[src/rtl/dmem_arb_pkg.sv]
// Shared definitions for the two-requester data-memory arbiter:
// FSM state encoding, default memory depth and requester indices.
package dmem_arb_pkg;

  typedef enum logic [1:0] {
    IDLE  = 2'd0,
    ISSUE = 2'd1,
    RESP  = 2'd2
  } state_e;

  localparam int DEPTH_DEFAULT = 100;

  localparam logic REQ_LSU = 1'b0;
  localparam logic REQ_DMA = 1'b1;

endpackage

[src/rtl/dmem_arbiter_rr_pick2.sv]
// Two-way round-robin pick: on a tie the requester not granted last wins;
// a lone request always wins.
module rr_pick2
  import dmem_arb_pkg::*;
(
  input  logic req0,
  input  logic req1,
  input  logic last,
  output logic winner,
  output logic any
);

  always_comb begin
    any    = req0 | req1;
    winner = REQ_LSU;
    if (req0 && req1) begin
      winner = ~last;
    end else if (req1) begin
      winner = REQ_DMA;
    end
  end

endmodule

[src/rtl/dmem_arbiter.sv]
// Arbitrates two requesters onto a single-port data memory. Each transaction
// runs IDLE -> ISSUE (grant + memory access) -> RESP (response pulse).
module dmem_arbiter
  import dmem_arb_pkg::*;
#(
  parameter int DEPTH = DEPTH_DEFAULT
) (
  input  logic        clk,
  input  logic        rst,
  input  logic        req0,
  input  logic        req1,
  input  logic        we0,
  input  logic        we1,
  input  logic [31:0] addr0,
  input  logic [31:0] addr1,
  input  logic [31:0] wdata0,
  input  logic [31:0] wdata1,
  output logic        gnt0,
  output logic        gnt1,
  output logic        rsp_valid0,
  output logic        rsp_valid1,
  output logic        rsp_err,
  output logic [31:0] rsp_rdata,
  output logic        d_r_en,
  output logic        d_w_en,
  output logic [31:0] d_add,
  output logic [31:0] data_in,
  input  logic [31:0] d_out
);

  state_e      state_q, state_d;
  logic        last_q, last_d;
  logic        cmd_who_q, cmd_who_d;
  logic        cmd_we_q, cmd_we_d;
  logic        cmd_err_q, cmd_err_d;
  logic [31:0] cmd_addr_q, cmd_addr_d;
  logic [31:0] cmd_wdata_q, cmd_wdata_d;
  logic        gnt0_q, gnt0_d, gnt1_q, gnt1_d;
  logic        d_r_en_q, d_r_en_d, d_w_en_q, d_w_en_d;
  logic [31:0] d_add_q, d_add_d, data_in_q, data_in_d;
  logic        rsp_valid0_q, rsp_valid0_d, rsp_valid1_q, rsp_valid1_d;
  logic        rsp_err_q, rsp_err_d;
  logic        rsp_rd_q, rsp_rd_d;

  logic        win;
  logic        any_req;
  logic        win_we;
  logic [31:0] win_addr;
  logic [31:0] win_wdata;
  logic        win_err;

  rr_pick2 u_pick (
    .req0   (req0),
    .req1   (req1),
    .last   (last_q),
    .winner (win),
    .any    (any_req)
  );

  always_comb begin
    win_we    = (win == REQ_DMA) ? we1    : we0;
    win_addr  = (win == REQ_DMA) ? addr1  : addr0;
    win_wdata = (win == REQ_DMA) ? wdata1 : wdata0;
    win_err   = (win_addr >= 32'(DEPTH));
  end

  // Every output is a one-state pulse, so all output _d default to 0.
  always_comb begin
    state_d      = state_q;
    last_d       = last_q;
    cmd_who_d    = cmd_who_q;
    cmd_we_d     = cmd_we_q;
    cmd_err_d    = cmd_err_q;
    cmd_addr_d   = cmd_addr_q;
    cmd_wdata_d  = cmd_wdata_q;
    gnt0_d       = 1'b0;
    gnt1_d       = 1'b0;
    d_r_en_d     = 1'b0;
    d_w_en_d     = 1'b0;
    d_add_d      = '0;
    data_in_d    = '0;
    rsp_valid0_d = 1'b0;
    rsp_valid1_d = 1'b0;
    rsp_err_d    = 1'b0;
    rsp_rd_d     = 1'b0;
    case (state_q)
      IDLE: begin
        if (any_req) begin
          state_d     = ISSUE;
          last_d      = win;
          cmd_who_d   = win;
          cmd_we_d    = win_we;
          cmd_err_d   = win_err;
          cmd_addr_d  = win_addr;
          cmd_wdata_d = win_wdata;
          gnt0_d      = (win == REQ_LSU);
          gnt1_d      = (win == REQ_DMA);
          if (!win_err) begin
            d_w_en_d  = win_we;
            d_r_en_d  = !win_we;
            d_add_d   = win_addr;
            data_in_d = win_wdata;
          end
        end
      end
      ISSUE: begin
        state_d      = RESP;
        rsp_valid0_d = (cmd_who_q == REQ_LSU);
        rsp_valid1_d = (cmd_who_q == REQ_DMA);
        rsp_err_d    = cmd_err_q;
        rsp_rd_d     = !cmd_we_q && !cmd_err_q;
      end
      default: state_d = IDLE;
    endcase
  end

  always_ff @(posedge clk or posedge rst) begin
    if (rst) begin
      state_q      <= IDLE;
      last_q       <= REQ_DMA;
      cmd_who_q    <= 1'b0;
      cmd_we_q     <= 1'b0;
      cmd_err_q    <= 1'b0;
      cmd_addr_q   <= '0;
      cmd_wdata_q  <= '0;
      gnt0_q       <= 1'b0;
      gnt1_q       <= 1'b0;
      d_r_en_q     <= 1'b0;
      d_w_en_q     <= 1'b0;
      d_add_q      <= '0;
      data_in_q    <= '0;
      rsp_valid0_q <= 1'b0;
      rsp_valid1_q <= 1'b0;
      rsp_err_q    <= 1'b0;
      rsp_rd_q     <= 1'b0;
    end else begin
      state_q      <= state_d;
      last_q       <= last_d;
      cmd_who_q    <= cmd_who_d;
      cmd_we_q     <= cmd_we_d;
      cmd_err_q    <= cmd_err_d;
      cmd_addr_q   <= cmd_addr_d;
      cmd_wdata_q  <= cmd_wdata_d;
      gnt0_q       <= gnt0_d;
      gnt1_q       <= gnt1_d;
      d_r_en_q     <= d_r_en_d;
      d_w_en_q     <= d_w_en_d;
      d_add_q      <= d_add_d;
      data_in_q    <= data_in_d;
      rsp_valid0_q <= rsp_valid0_d;
      rsp_valid1_q <= rsp_valid1_d;
      rsp_err_q    <= rsp_err_d;
      rsp_rd_q     <= rsp_rd_d;
    end
  end

  assign gnt0       = gnt0_q;
  assign gnt1       = gnt1_q;
  assign d_r_en     = d_r_en_q;
  assign d_w_en     = d_w_en_q;
  assign d_add      = d_add_q;
  assign data_in    = data_in_q;
  assign rsp_valid0 = rsp_valid0_q;
  assign rsp_valid1 = rsp_valid1_q;
  assign rsp_err    = rsp_err_q;
  // Memory registers its read data on the ISSUE->RESP edge, so pass it through.
  assign rsp_rdata  = rsp_rd_q ? d_out : 32'd0;

endmodule
[config.mk]
export PLATFORM = sky130hd
export DESIGN_NAME = dmem_arbiter
export DESIGN_NICKNAME = d
export VERILOG_FILES = /design/src/rtl/dmem_arb_pkg.sv /design/src/rtl/dmem_arbiter_rr_pick2.sv /design/src/rtl/dmem_arbiter.sv
export SDC_FILE = /design/constraint.sdc
export NUM_CORES = 1
export LEC_CHECK = 0
export CAP_MARGIN = 20
export CORE_ASPECT_RATIO = 2
export CORE_MARGIN = 2
export CORE_UTILIZATION = 30
export DETAILED_ROUTE_END_ITERATION = 6
export PLACE_DENSITY = 0.84
export SYNTH_ARGS = -nofsm -noshare
export SYNTH_HDL_FRONTEND = slang
export SYNTH_SLANG_ARGS = --single-unit
[constraint.sdc]
create_clock -name clk -period 2.1 [get_ports clk]
set_input_delay 0.21 -clock clk [delete_from_list [all_inputs] [get_ports clk]]
set_output_delay 0.21 -clock clk [all_outputs]
set_load 0.03 [all_outputs]
==> impl_results.md <==
* Relative slew slack at 63.4%
* Clock-pin slew of the registers on the worst-case setup and hold paths at 0.06 ns
* CTS Root Cell: clkbuf_16
* Leak Pwr at 3.21 nW
* Vias in the first global route at 3573
* Crit path max-delay family: buffers and inverters
* Final Skew at 0.00523 ns
* # IOs at 269
* Pwr Density at 636 mW/mm2
* FFs w/ async S/R, synth at 100%
* Final instance area at 0.00684 mm2
* Largest net degree at the start of global routing at 43
* Nets at 726
* Slowest cell on the critical path: clkdlybuf4s50_1
* Port bufs at 268
* Max frequency at 516 MHz
* DIE AREA at 0.0123 mm2
* Placed cell count at 687
* CTS Hold Bufs at 0
* Wire length per cell at 17.1 um
* Bufs on Longest Clock Path at 2
* CP startpoint: rsp_rd_q
* Commonest non-fill, non-tap cell in the layout: clkdlybuf4s50_1
* Core Footprint at 0.0112 mm2
* Clock sink count at 78
* Antenna violations before repair at 0
* Yosys warns at 0
* Critical Path Max Stage Delay at 0.70 ns
* Final wirelength at 12.1 mm
* Latest clock arrival within the worst-skew pair at 0.33 ns
* Worst setup EP type: output port
* Synth Register Bits at 78
* Status: complete, no violations
* RSZ-0062 raised after global routing: false
* CTS tree: done
* H-tree depth at 3
* Area delta synth->final at 101%
* EDFF count, synth at 0
* Minimum clock period at 1.94 ns
* HP Class: input port to async pin
* Die height at 155 um
* # DRC at 0
* Ant diodes at 0
* Die width at 79.4 um
* Global-route wire length before repair at 18.1 mm
* Detailed-route via count at 3217
* Worst-path fanout max at 15
* Final ANT Viol Nets at 0
* FF-to-FF setup slack at 0.17 ns
* Non-Filler Instances at 707
* Worst reg2reg startpoint: last_q
* Synthesized area per cell at 13.6 um2
* R2R cell count at 6
* Critical Path RT at 1.89 ns
* Worst-path cell chain: and2_1 > clkdlybuf4s50_1
* Initial Util at 30.4%
* DP Area at 0.00641 mm2
* Main synth FF type: dfrtp_1
* Max Cap Viol at 0
* Crit path buf inv count at 1
* Pre-antenna DRT Iters at 4
* Most frequent cells in the layout: clkdlybuf4s50_1, dfrtp_1, mux2i_1
* Critical path type: flip-flop to output port
* Post-synth cell types at 33
* Hpwl dp at 10.2 mm
* Number of core rows at 55
* Inserted Clock Buffers at 9
* Global placement routability congestion at 0.794
* Iteration-0 DRC Markers at 100
* Synth Instances at 251
* Max-slew violations at 0
* Fin crit share at 92.3%
* Layout cell share with drive strength beyond 1 at 15.8%
* Max VDD drop at 0.000404 V
* Register area share after synthesis at 57.3%
* Total gr overflow at 0
* Critical Path AT at 1.73 ns
* Syn Std Cell Area at 0.00341 mm2
* Final number of setup-violating endpoints at 0
* CP startpoint kind: flip-flop
* Endpoints failing hold at 0
* GR Util All Layers at 20.0%
* Crit Reg-Reg Endpoint: data_in[11]
* Worst slew pin tran at 0.548 ns
* Vias per inst at 4.55
state kept, by name, summed over array words and instances (netlist names):
signal	flops
cmd_err_q	1
cmd_we_q	1
cmd_who_q	1
d_add	32
d_r_en	1
d_w_en	1
data_in	32
gnt0	1
gnt1	1
last_q	1
rsp_err	1
rsp_rd_q	1
rsp_valid0	1
rsp_valid1	1
state_q	2
worst max path at each step:
stage	endpoint	slack (ns)	depth (start not counted)
detailed placement	d_add[4]	-0.18	6
global route	data_in[12]	0.05	6
global placement	data_in[25]	-0.14	6
CTS	rsp_rdata[6]	0.01	3
finish	rsp_rdata[10]	0.16	2
floorplan	data_in[22]	0.50	5
synth_stat cells, types with 2 or more instances:
cell / count / area share [%]
nor3_2: 37 / 11
and2_1: 34 / 6.2
inv_1: 3 / 0.33
nand4_1: 2 / 0.37
a21o_1: 2 / 0.44
buf_2: 7 / 1.0
nor3_1: 3 / 0.44
clkbuf_1: 3 / 0.33
o311ai_0: 2 / 0.51
nor2_1: 7 / 0.77
nor3_4: 3 / 1.4
dfrtp_1: 77 / 57
buf_12: 3 / 1.8
nor4_1: 10 / 1.8
mux2i_1: 40 / 12
cell families after synthesis:
group           after synthesis  share of synthesized area, %
simple gates                101                          23.0
flops                        78                          57.3
mux                          40                          11.7
buf+inv                      19                          4.44
compound gates               12                          3.38
other cells                   1                         0.110
layout make-up:
| class | instances | area [um2] |
|---|---|---|
| Fill cell | 919 | 4380 |
| Timing Repair Buffer | 290 | 2960 |
| Sequential cell | 78 | 1950 |
| Multi-Input combinational cell | 178 | 1410 |
| Clock buffer | 9 | 225 |
| Tap cell | 142 | 178 |
| Clock inverter | 7 | 103 |
| Inverter | 3 | 15.0 |
through the flow:
stage               setup TNS, ns  worst slack [ns]  utilization, %  hold slack, ns  power (mW)
detailed placement          -4.86            -0.184            57.2           0.455        2.71
CTS                             0            0.0135            60.1           0.280        4.42
finish                          0             0.161            61.0           0.271        4.35
global placement            -3.93            -0.144            57.2           0.426        2.68
floorplan                       0             0.499               -           0.398        2.14
global route                    0            0.0462            61.0           0.315        4.55
worst reg2reg max path, cell delays in order, from the launching register on:
cell	delay [ns]
dfstp_2	0.57
a21bo_2	0.18
buf_4	0.12
buf_4	0.29
buf_4	0.31
mux2i_1	0.29
nor3_2	0.06
layer usage:
metal | GRT usage (%) | vias to the layer above | share of wire [%]
met3 | 4.96 | 27 | 8.5
met5 | 0 | - | 0
met1 | 15.3 | 1511 | 27
li1 | - | 1475 | -
met4 | 10.6 | 0 | 4.5
met2 | 42.1 | 204 | 60
power breakdown:
part | switching, mW | leakage [nW] | total, mW | internal (mW)
clock network | 0.626 | 0.163 | 1.68 | 1.06
logic | 0.464 | 2.04 | 1.00 | 0.537
registers | 0.0506 | 1.01 | 1.67 | 1.62
timing repair:
action | CTS | global route
buffers inserted | 0 | 4
endpoints found under the setup margin | 18 | 45
resized for setup | 2 | 17
pin swaps | 0 | 0
(Power assumes the default switching activity.)
